## src/rtl/vga_sync_decoder.sv

```systemverilog
// Recovers pixel coordinates and a visible-region flag from a bare hsync/vsync pair.
// A small lock FSM aligns free-running counters to the sync edges and drops lock on any timing slip.
module vga_sync_decoder #(
  parameter int H_ACTIVE = 640,
  parameter int H_FP     = 24,
  parameter int H_PULSE  = 40,
  parameter int H_BP     = 128,
  parameter int V_ACTIVE = 480,
  parameter int V_FP     = 9,
  parameter int V_PULSE  = 3,
  parameter int V_BP     = 28
) (
  input  logic       clk,
  input  logic       rst,
  input  logic       hsync,
  input  logic       vsync,
  output logic [9:0] x_px,
  output logic [9:0] y_px,
  output logic       activevideo,
  output logic       locked,
  output logic       frame_start,
  output logic       err
);

  localparam int BLACK_H = H_FP + H_PULSE + H_BP;
  localparam int BLACK_V = V_FP + V_PULSE + V_BP;
  localparam int H_TOTAL = BLACK_H + H_ACTIVE;
  localparam int V_TOTAL = BLACK_V + V_ACTIVE;
  localparam int HW      = $clog2(H_TOTAL);
  localparam int VW      = $clog2(V_TOTAL);

  typedef enum logic [1:0] {SEARCH, H_LOCK, VERIFY, LOCKED} state_t;

  state_t        state;
  logic [HW-1:0] hc;
  logic [VW-1:0] vc;
  logic          hs_d;
  logic          vs_d;

  logic          hfall;
  logic          vfall;
  logic          h_at_fp;
  logic          v_at_fp;
  logic          h_err;
  logic          v_err;
  logic          any_err;
  logic [HW-1:0] hc_inc;
  logic [VW-1:0] vc_inc;
  logic          active_now;
  logic [9:0]    x_next;
  logic [9:0]    y_next;
  logic          fs_next;

  // Edge detection and the expected-edge positions, all for the sample now on the inputs.
  always_comb begin
    hfall   = hs_d & ~hsync;
    vfall   = vs_d & ~vsync;
    h_at_fp = (hc == HW'(H_FP));
    v_at_fp = (vc == VW'(V_FP)) && (hc == '0);
    h_err   = hfall ^ h_at_fp;
    v_err   = vfall ^ v_at_fp;
  end

  // Before vertical alignment only the position of the vsync edge within the line is checked.
  always_comb begin
    any_err = 1'b0;
    case (state)
      H_LOCK:         any_err = h_err | (vfall & (hc != '0));
      VERIFY, LOCKED: any_err = h_err | v_err;
      default:        any_err = 1'b0;
    endcase
  end

  always_comb begin
    hc_inc = hc + HW'(1);
    vc_inc = vc;
    if (hc == HW'(H_TOTAL - 1)) begin
      hc_inc = '0;
      vc_inc = (vc == VW'(V_TOTAL - 1)) ? '0 : vc + VW'(1);
    end
  end

  always_comb begin
    active_now = (state == LOCKED) && (hc >= HW'(BLACK_H)) && (vc >= VW'(BLACK_V));
    x_next     = '0;
    y_next     = '0;
    if (active_now) begin
      x_next = 10'(hc - HW'(BLACK_H));
      y_next = 10'(vc - VW'(BLACK_V));
    end
    fs_next = active_now && (hc == HW'(BLACK_H)) && (vc == VW'(BLACK_V));
  end

  always_ff @(posedge clk or posedge rst) begin
    if (rst) begin
      state       <= SEARCH;
      hc          <= '0;
      vc          <= '0;
      hs_d        <= 1'b0;
      vs_d        <= 1'b0;
      x_px        <= '0;
      y_px        <= '0;
      activevideo <= 1'b0;
      locked      <= 1'b0;
      frame_start <= 1'b0;
      err         <= 1'b0;
    end else begin
      hs_d        <= hsync;
      vs_d        <= vsync;
      hc          <= hc_inc;
      vc          <= vc_inc;
      err         <= any_err;
      locked      <= (state == LOCKED);
      activevideo <= active_now;
      x_px        <= x_next;
      y_px        <= y_next;
      frame_start <= fs_next;
      case (state)
        SEARCH: begin
          // The current sample is the front-porch end, so the next one is H_FP+1.
          if (hfall) begin
            hc    <= HW'(H_FP + 1);
            state <= H_LOCK;
          end
        end
        H_LOCK: begin
          if (any_err) begin
            state <= SEARCH;
          end else if (vfall) begin
            vc    <= VW'(V_FP);
            state <= VERIFY;
          end
        end
        VERIFY: begin
          if (any_err) state <= SEARCH;
          else if (vfall) state <= LOCKED;
        end
        LOCKED: begin
          if (any_err) state <= SEARCH;
        end
        default: state <= SEARCH;
      endcase
    end
  end

endmodule

```

## config.mk

```make
export PLATFORM = sky130hd
export DESIGN_NAME = vga_sync_decoder
export DESIGN_NICKNAME = d
export VERILOG_FILES = /design/src/rtl/vga_sync_decoder.sv
export SDC_FILE = /design/constraint.sdc
export NUM_CORES = 1
export LEC_CHECK = 0
export CORE_UTILIZATION = 62
export DETAILED_ROUTE_END_ITERATION = 8
export DONT_BUFFER_PORTS = 1
export PLACE_DENSITY_LB_ADDON = 0.15
export SYNTH_ARGS = -nofsm -noshare
export SYNTH_HDL_FRONTEND = slang
export SYNTH_SLANG_ARGS = --single-unit
```

## constraint.sdc

```tcl
create_clock -name clk -period 2.75 [get_ports clk]
set_clock_uncertainty 0.2 [all_clocks]
set_input_delay 0.55 -clock clk [delete_from_list [all_inputs] [get_ports clk]]
set_output_delay 0.55 -clock clk [all_outputs]
set_load 0.01 [all_outputs]
```

==> results list, run 1 <==
- Wire length of the first global-routing pass: 7650 um
- Counting distinct cell types in the post-synthesis netlist gives 44.
- Avg Inst Size Synth: 10.3 um2
* Maximum frequency from static timing analysis: 429 MHz
* Final setup violation count: 0
* Share of the clock period used by the worst path: 84.7%
- The library cell used most frequently in the layout, excluding fill and tap cells, is sky130_fd_sc_hd__dfrtp_1.
- Unrepaired setup endpoints after global routing: false
- Power density over the cells: 743 nW/um2
- The number of gates resized after CTS was 0.
- Total global routing track utilization: 25.0%
- In the global route stage, met1 resource usage came out at 35.4%.
- From left edge to right edge, the die measures 63.1 um.
- Synthesis produced 224 cells.
- The floorplan step defined a core boundary enclosing 3440 um2.
- The later pin in the worst-skew pair is clocked with a latency of 0.31 ns.
- Layout cell share with drive strength beyond 1: 7.27%
* DR DRC count: 0
* Worst-case vdd ir drop: 0.636 mV
- Type of the worst setup path: flip-flop to flip-flop
- The area growth from synthesis to layout is 5.14%.
* Commonest cells after routing, fill and taps aside: 48 x sky130_fd_sc_hd__dfrtp_1, 31 x sky130_fd_sc_hd__nor2_1, 12 x sky130_fd_sc_hd__nand2_1, 11 x sky130_fd_sc_hd__xnor2_1, 10 x sky130_fd_sc_hd__inv_1
- Buffers inserted during clock tree synthesis total 5.
- Clock-pin slew reported for the worst setup and hold paths after clock tree synthesis: 0.09 ns
- TritonCTS built the clock tree.
- The layer flagged by global routing as most heavily used is met2.
- Of all nets on the critical path, the largest fanout is 13.
- Final std cells w/o fill: 266
* Antenna violation net count after detailed routing: 0
- The detailed router finished its first iteration with 120 violations.
- The number of antenna violations at the first check in global routing is 0.
- Final hold violations: 0
- Final period demand of the worst path: 2.33 ns
- Routed vias/inst: 6.05
- The initial utilization of the core area, before any placement, comes to 67.2%.
* Number of setup buffers added after CTS: 0
- Once detailed placement completed, the half-perimeter wirelength came to 2880 um.
* Worst min-delay path class: input port to flip-flop
* Antenna fix cells: 0
* Via count of the first global-routing pass: 1618
- The number of max-slew violations in the final report came to 0.
- In this run, synthesis inferred 0 flip-flops with an integrated enable.
- Max Cap Violations: 0
* Predominant post-synthesis flop cell: sky130_fd_sc_hd__dfrtp_1
* Pin count of the biggest net entering global routing: 49
- Buffers placed on the I/O ports in this run total 0.
- Required arrival time at the worst endpoint: 2.78 ns
- After synthesis, the share of flip-flops with an asynchronous set or reset is 100%.
* Root cell of the clock tree: sky130_fd_sc_hd__clkbuf_8
- Slew at the pin closest to its max-slew limit: 0.935 ns
- For this run, global-route usage on met2 was measured as 37.2%.
- Summed over all layers, the global routing overflow is 0.
* Critical path launch point type: flip-flop
- Summed over all cells, the static leakage comes to 1.13 nW.
* Routed length per placed instance: 16.1 um
* Number of top-level pins: 28
- Setup crit end kind: flip-flop
- FP Rows: 21
- Cell area after synthesis: 2310 um2
- After detailed routing, the total wire length is 4290 um.
* Clock sinks: 48
* CTS Hold Bufs: 0
* Longest Clk Path Bufs: 2
- The floorplan step defined a die boundary enclosing 3980 um2.
- The congestion estimate from routability-driven global placement came to 0.866.
- Total number of nets in the final design: 232
- 1st-pass router iterations: 4
- CTS H-Tree Depth: 2
- Data on the critical path arrives at its endpoint at 2.36 ns.
* Vias post-DR: 1609
- Counting flops and latches in the post-synthesis netlist gives 48.
- Summed over all failing endpoints, the final setup total negative slack is 0 ns.
- Fraction of met3 tracks used by global routing: 5.62%
* Number of warnings printed during yosys synthesis: 0
- The number of nets handed over by synthesis was 237.
- DIE HEIGHT: 63.1 um
- In this run the tightest slew margin relative to its limit is 37.6%.
* Cell count after placement: 258
- Summing the sequential cell areas from Yosys gives 51.9% of the chip area.
- The run finished with clean final reports.
## worst max-delay path, cell delays in order, from the launching register on
cell and delay [ns]:
sky130_fd_sc_hd__dfrtp_1 0.44, sky130_fd_sc_hd__inv_1 0.12, sky130_fd_sc_hd__ha_1 0.25, sky130_fd_sc_hd__and3_1 0.22, sky130_fd_sc_hd__nand4_2 0.29, sky130_fd_sc_hd__or4_1 0.58, sky130_fd_sc_hd__a21oi_1 0.16
## cell usage after synthesis (all sizes together), types with 4 or more instances
| master | n | area [um2] |
|---|---|---|
| dfrtp | 48 | 1200 |
| and2 | 7 | 43.8 |
| nor4 | 7 | 58.8 |
| nand2 | 12 | 45.0 |
| inv | 11 | 41.3 |
| nor2b | 4 | 25.0 |
| nor3 | 5 | 30.0 |
| and3 | 4 | 25.0 |
| xnor2 | 11 | 96.3 |
| o21ai | 8 | 40.0 |
| nand4 | 4 | 31.3 |
| xor2 | 6 | 52.6 |
| nor2 | 31 | 116 |
| a21oi | 9 | 45.0 |
| buf | 10 | 61.3 |
| nand3 | 8 | 40.0 |
| ha | 9 | 113 |
## per-stage QoR
stage	setup WS, ns	util [%]	cell area [um2]	hold WS (ns)	total power, W
floorplan	0.804	-	2310	0.274	0.00120
global placement	0.584	67.0	2300	0.295	0.00125
detailed placement	0.445	67.0	2300	0.312	0.00127
CTS	0.428	70.6	2430	0.0714	0.00182
global route	0.240	70.6	2430	0.0572	0.00191
finish	0.420	70.6	2430	0.0714	0.00181
## flip-flops by register name (all words and copies together) (netlist names), 2 cells and up
register  flops
hc           10
vc           10
x_px         10
y_px         10
state         2
## power by group
| part | internal (W) | switching [W] |
|---|---|---|
| logic | 0.000151 | 0.000179 |
| registers | 0.000788 | 0.000149 |
| clock network | 0.000321 | 0.000219 |
| total | 0.00126 | 0.000546 |
## cells by family after synthesis
family | Yosys count | share of synthesized area [%]
adders and majority gates | 9 | 4.87
AOI/OAI and AO/OA | 27 | 7.41
xor gates and xnor gates | 17 | 6.44
buffers and inverters | 24 | 4.92
DFF | 48 | 51.9
muxes | 1 | 0.433
and+or+nand+nor | 98 | 24.0
## area by class of cell
class,count,area (um2)
timing repair buffer,1,7.51
clock inverter,1,30.0
sequential,48,1200
inverter,11,41.3
fill,241,1010
multi-input combinational,152,997
clock buffer,7,96.3
tap,46,57.6
## final timing paths
kind                       cells past startpoint  slack (ns)           endpoint       startpoint
max in group asynchronous                      1        1.63  x_px[0]$_DFF_PP0_              rst
setup / recovery                               6        0.42    vc[7]$_DFF_PP0_  hc[6]$_DFF_PP0_
setup reg to reg                               6        0.42    vc[7]$_DFF_PP0_  hc[6]$_DFF_PP0_
hold / removal                                 0        0.07     hs_d$_DFF_PP0_            hsync
min in group asynchronous                      1        0.13    vc[6]$_DFF_PP0_              rst
hold reg to reg                                1        0.33  x_px[6]$_DFF_PP0_  hc[6]$_DFF_PP0_
## layer usage
metal  up-vias  wire [um]  share of wire (%)
met4         0         38               0.89
met5         -          0                  0
met3         5        238                5.5
met2        65       2010                 47
li1        757          -                  -
met1       782       2000                 47
No activity file was read; power rests on OpenSTA's default activity.
==> run 2: changes to the inputs <==
--- a/config.mk
+++ b/config.mk
@@ -5,7 +5,7 @@
 export SDC_FILE = /design/constraint.sdc
 export NUM_CORES = 1
 export LEC_CHECK = 0
-export CORE_UTILIZATION = 62
+export CORE_UTILIZATION = 56
 export DETAILED_ROUTE_END_ITERATION = 8
 export DONT_BUFFER_PORTS = 1
 export PLACE_DENSITY_LB_ADDON = 0.15
==> constraint.sdc (replaced) <==
create_clock -name clk -period 2.1 [get_ports clk]
set_clock_uncertainty 0.2 [all_clocks]
set_input_delay 0.42 -clock clk [delete_from_list [all_inputs] [get_ports clk]]
set_output_delay 0.42 -clock clk [all_outputs]
set_load 0.01 [all_outputs]
==> run 2 against run 1 <==
  * Utilization increased by 1.0 points
  * Final cell count increased by 10%
  * Die area increased by 10%
  * Hold slack improved by 0.19 ns
  * Critical path type unchanged
  * Critical path depth increased by 1
  * Design area increased by 12%
  * Power increased by 35%
  * Setup slack got worse by 0.52 ns
  * Flip-flop and latch count unchanged
  * Critical endpoint is now err$_DFF_PP0_
  * The flow now finishes with violations (setup timing)
==> results list, run 2 (same netlist as run 1, synthesis figures left out) <==
* Maximum frequency from static timing analysis: 455 MHz (was 429 MHz)
- Routed length per placed instance: 17.6 um (was 16.1 um)
- Crit Path Max Fanout: 5 (was 13)
- The number of buffer cells added on primary ports is 0 (unchanged).
- Relative area change from synthesis to final layout: 17.7% (was 5.14%)
- Overall power of the completed layout: 0.00243 W (was 0.00181 W)
- The number of clock sinks came to 48 (unchanged).
- The via total after detailed routing is 1731 (was 1609).
* Setup slack of the worst register-to-register path: -0.1 ns (was 0.42 ns)
- The global routing met3 resource utilization came to 5.52% (was 5.62%).
- The max-cap check violation count was 0 (unchanged).
- Root cell of the clock tree: sky130_fd_sc_hd__clkbuf_8 (unchanged)
- Source-to-sink clock delay at the later pin of the worst-skew pair: 0.29 ns (was 0.31 ns)
- Arr. time, crit path: 2.23 ns (was 2.36 ns)
* Share of the clock period used by the worst path: 105% (was 84.7%)
- The class of the worst hold path was input port to flip-flop (unchanged).
- Total number of nets in the final design: 257 (was 232)
* CTS tree: yes (unchanged)
* Final RePlAce weighted congestion: 0.888 (was 0.866)
* Initial antenna violation count: 0 (unchanged)
* Violated checks: setup timing
- The total wire length after detailed routing came to 5140 um (was 4290 um).
* Pin count of the biggest net entering global routing: 28 (was 49)
* DIE HEIGHT: 66.3 um (was 63.1 um)
- Cell count after placement: 278 (was 258)
* Worst rel slew slack: 66.0% (was 37.6%)
* Final hold violations: 0 (unchanged)
- Post-detailed-placement cell area: 2450 um2 (was 2300 um2)
* Power density over the cells: 894 nW/um2 (was 743 nW/um2)
* Slew at the pin closest to its max-slew limit: 0.508 ns (was 0.935 ns)
- DR DRC count: 0 (unchanged)
- The leftover overflow at the end of global routing is 0 (unchanged).
* Post-layout instance area: 2720 um2 (was 2430 um2)
- Antenna violation net count after detailed routing: 0 (unchanged)
* Initial core utilization: 60.9% (was 67.2%)
- The worst hold margin was 0.264 ns (was 0.0714 ns).
- Number of clock buffers inserted by TritonCTS: 5 (unchanged)
* Final period demand of the worst path: 2.20 ns (was 2.33 ns)
- Commonest cells after routing, fill and taps aside: 47 x sky130_fd_sc_hd__dfrtp_1, 29 x sky130_fd_sc_hd__nor2_1, 21 x sky130_fd_sc_hd__buf_4, 12 x sky130_fd_sc_hd__nand2_1, 11 x sky130_fd_sc_hd__xnor2_1 (was 48 x sky130_fd_sc_hd__dfrtp_1, 31 x sky130_fd_sc_hd__nor2_1, 12 x sky130_fd_sc_hd__nand2_1, 11 x sky130_fd_sc_hd__xnor2_1, 10 x sky130_fd_sc_hd__inv_1).
* Post-DP HPWL: 3450 um (was 2880 um)
- Final Max Tran Viols: 0 (unchanged)
- The chip width was 66.3 um (was 63.1 um).
- The I/O pin count was 28 (unchanged).
- Critical path launch point type: flip-flop (unchanged)
* Wire length of the first global-routing pass: 8540 um (was 7650 um)
- Via count of the first global-routing pass: 1754 (was 1618)
* Setup crit end kind: flip-flop (unchanged)
* Worst-case vdd ir drop: 0.624 mV (was 0.636 mV)
- Leading cell type in the layout, fill and taps excluded: sky130_fd_sc_hd__dfrtp_1 (unchanged)
* Total global routing track utilization: 26.2% (was 25.0%)
- Unrepaired setup endpoints after global routing: true (was false).
- Antenna fix cells: 0 (unchanged)
- The first-pass detailed-route iteration total is 5 (was 4).
- Most used routing layer: met2 (unchanged)
- Longest Clk Path Bufs: 2 (unchanged)
- Met1 track utilization from global routing: 35.7% (was 35.4%)
- Iter 0 DRT Violations: 130 (was 120)
- Layout cell share with drive strength beyond 1: 24.1% (was 7.27%)
- Post-Route Setup TNS: -0.235 ns (was 0 ns)
- The final worst setup slack was -0.0998 ns (was 0.420 ns).
- Leakage power of the design: 1.25 nW (was 1.13 nW)
- CTS H-Tree Depth: 2 (unchanged)
- Routing usage on met2: 41.2% (was 37.2%)
- The vias per cell was 5.91 (was 6.05).
* Clock-pin slew reported for the worst setup and hold paths after clock tree synthesis: 0.09 ns (about the same)
* Result of the run: finished, violations left (was completed)
* Type of the worst setup path: flip-flop to flip-flop (unchanged)
* Final setup violation count: 3 (was 0)
* Required arrival time at the worst endpoint: 2.13 ns (was 2.78 ns)
* Standard cell core area: 3800 um2 (was 3440 um2)
- The final instance count without filler cells is 293 (was 266).
- The die area came to 4390 um2 (was 3980 um2).
- The standard-cell row count came to 22 (was 21).
[run 2: through the flow]
stage / utilization [%] / worst slack [ns]
after global routing: 71.7 / -0.156
final: 71.7 / -0.0998
after detailed placement: 64.6 / -0.0533
after floorplan: - / 0.154
after global placement: 64.6 / 0.0436
after CTS: 68.5 / 0.00240
[run 2: routing by layer]
layer  share of wire (%)  vias to the layer above
li1                    -                      806
met1                  44                      848
met2                  48                       68
met3                 6.0                        9
met4                 1.7                        0
met5                   0                        -
[run 2: power breakdown]
group | switching [W] | internal, W | total [W]
sequential | 0.000192 | 0.00103 | 0.00122
combinational | 0.000342 | 0.000337 | 0.000680
clock | 0.000297 | 0.000232 | 0.000530
[run 2: final timing paths]
kind,from,endpoint,cells past startpoint
setup / recovery,hc[6]$_DFF_PP0_,err$_DFF_PP0_,7
hold / removal,hsync,hc[2]$_DFF_PP0_,2
hold reg to reg,hc[6]$_DFF_PP0_,x_px[6]$_DFF_PP0_,2
setup reg to reg,hc[6]$_DFF_PP0_,err$_DFF_PP0_,7
max in group asynchronous,rst,hc[3]$_DFF_PP0_,3
min in group asynchronous,rst,y_px[7]$_DFF_PP0_,2
[run 2: critical path, cell delays in order, from the launching register on]
cell                       delay [ns]
sky130_fd_sc_hd__dfrtp_1         0.40
sky130_fd_sc_hd__inv_2           0.10
sky130_fd_sc_hd__ha_4            0.17
sky130_fd_sc_hd__nor4bb_4        0.31
sky130_fd_sc_hd__a211oi_2        0.10
sky130_fd_sc_hd__nor4_1          0.43
sky130_fd_sc_hd__a311o_1         0.25
sky130_fd_sc_hd__nor2b_4         0.17
[run 2: cell type report]
class,instances,area (um2)
multi-input cells,152,1110
inverters,11,41.3
flip-flops and latches,48,1200
clock inverters,3,18.8
well taps,48,60.1
repair buffers,26,219
clock buffers,5,68.8
fillers,282,1080
[run 2: repair_timing]
item                       in CTS  in global routing
hold endpoints to repair       23                  0
hold buffers                    3                  0
pin swaps                       1                  8
gates resized for setup         5                 24
setup endpoints to repair       6                 31
setup buffers                   0                  4
gates cloned                    0                  0
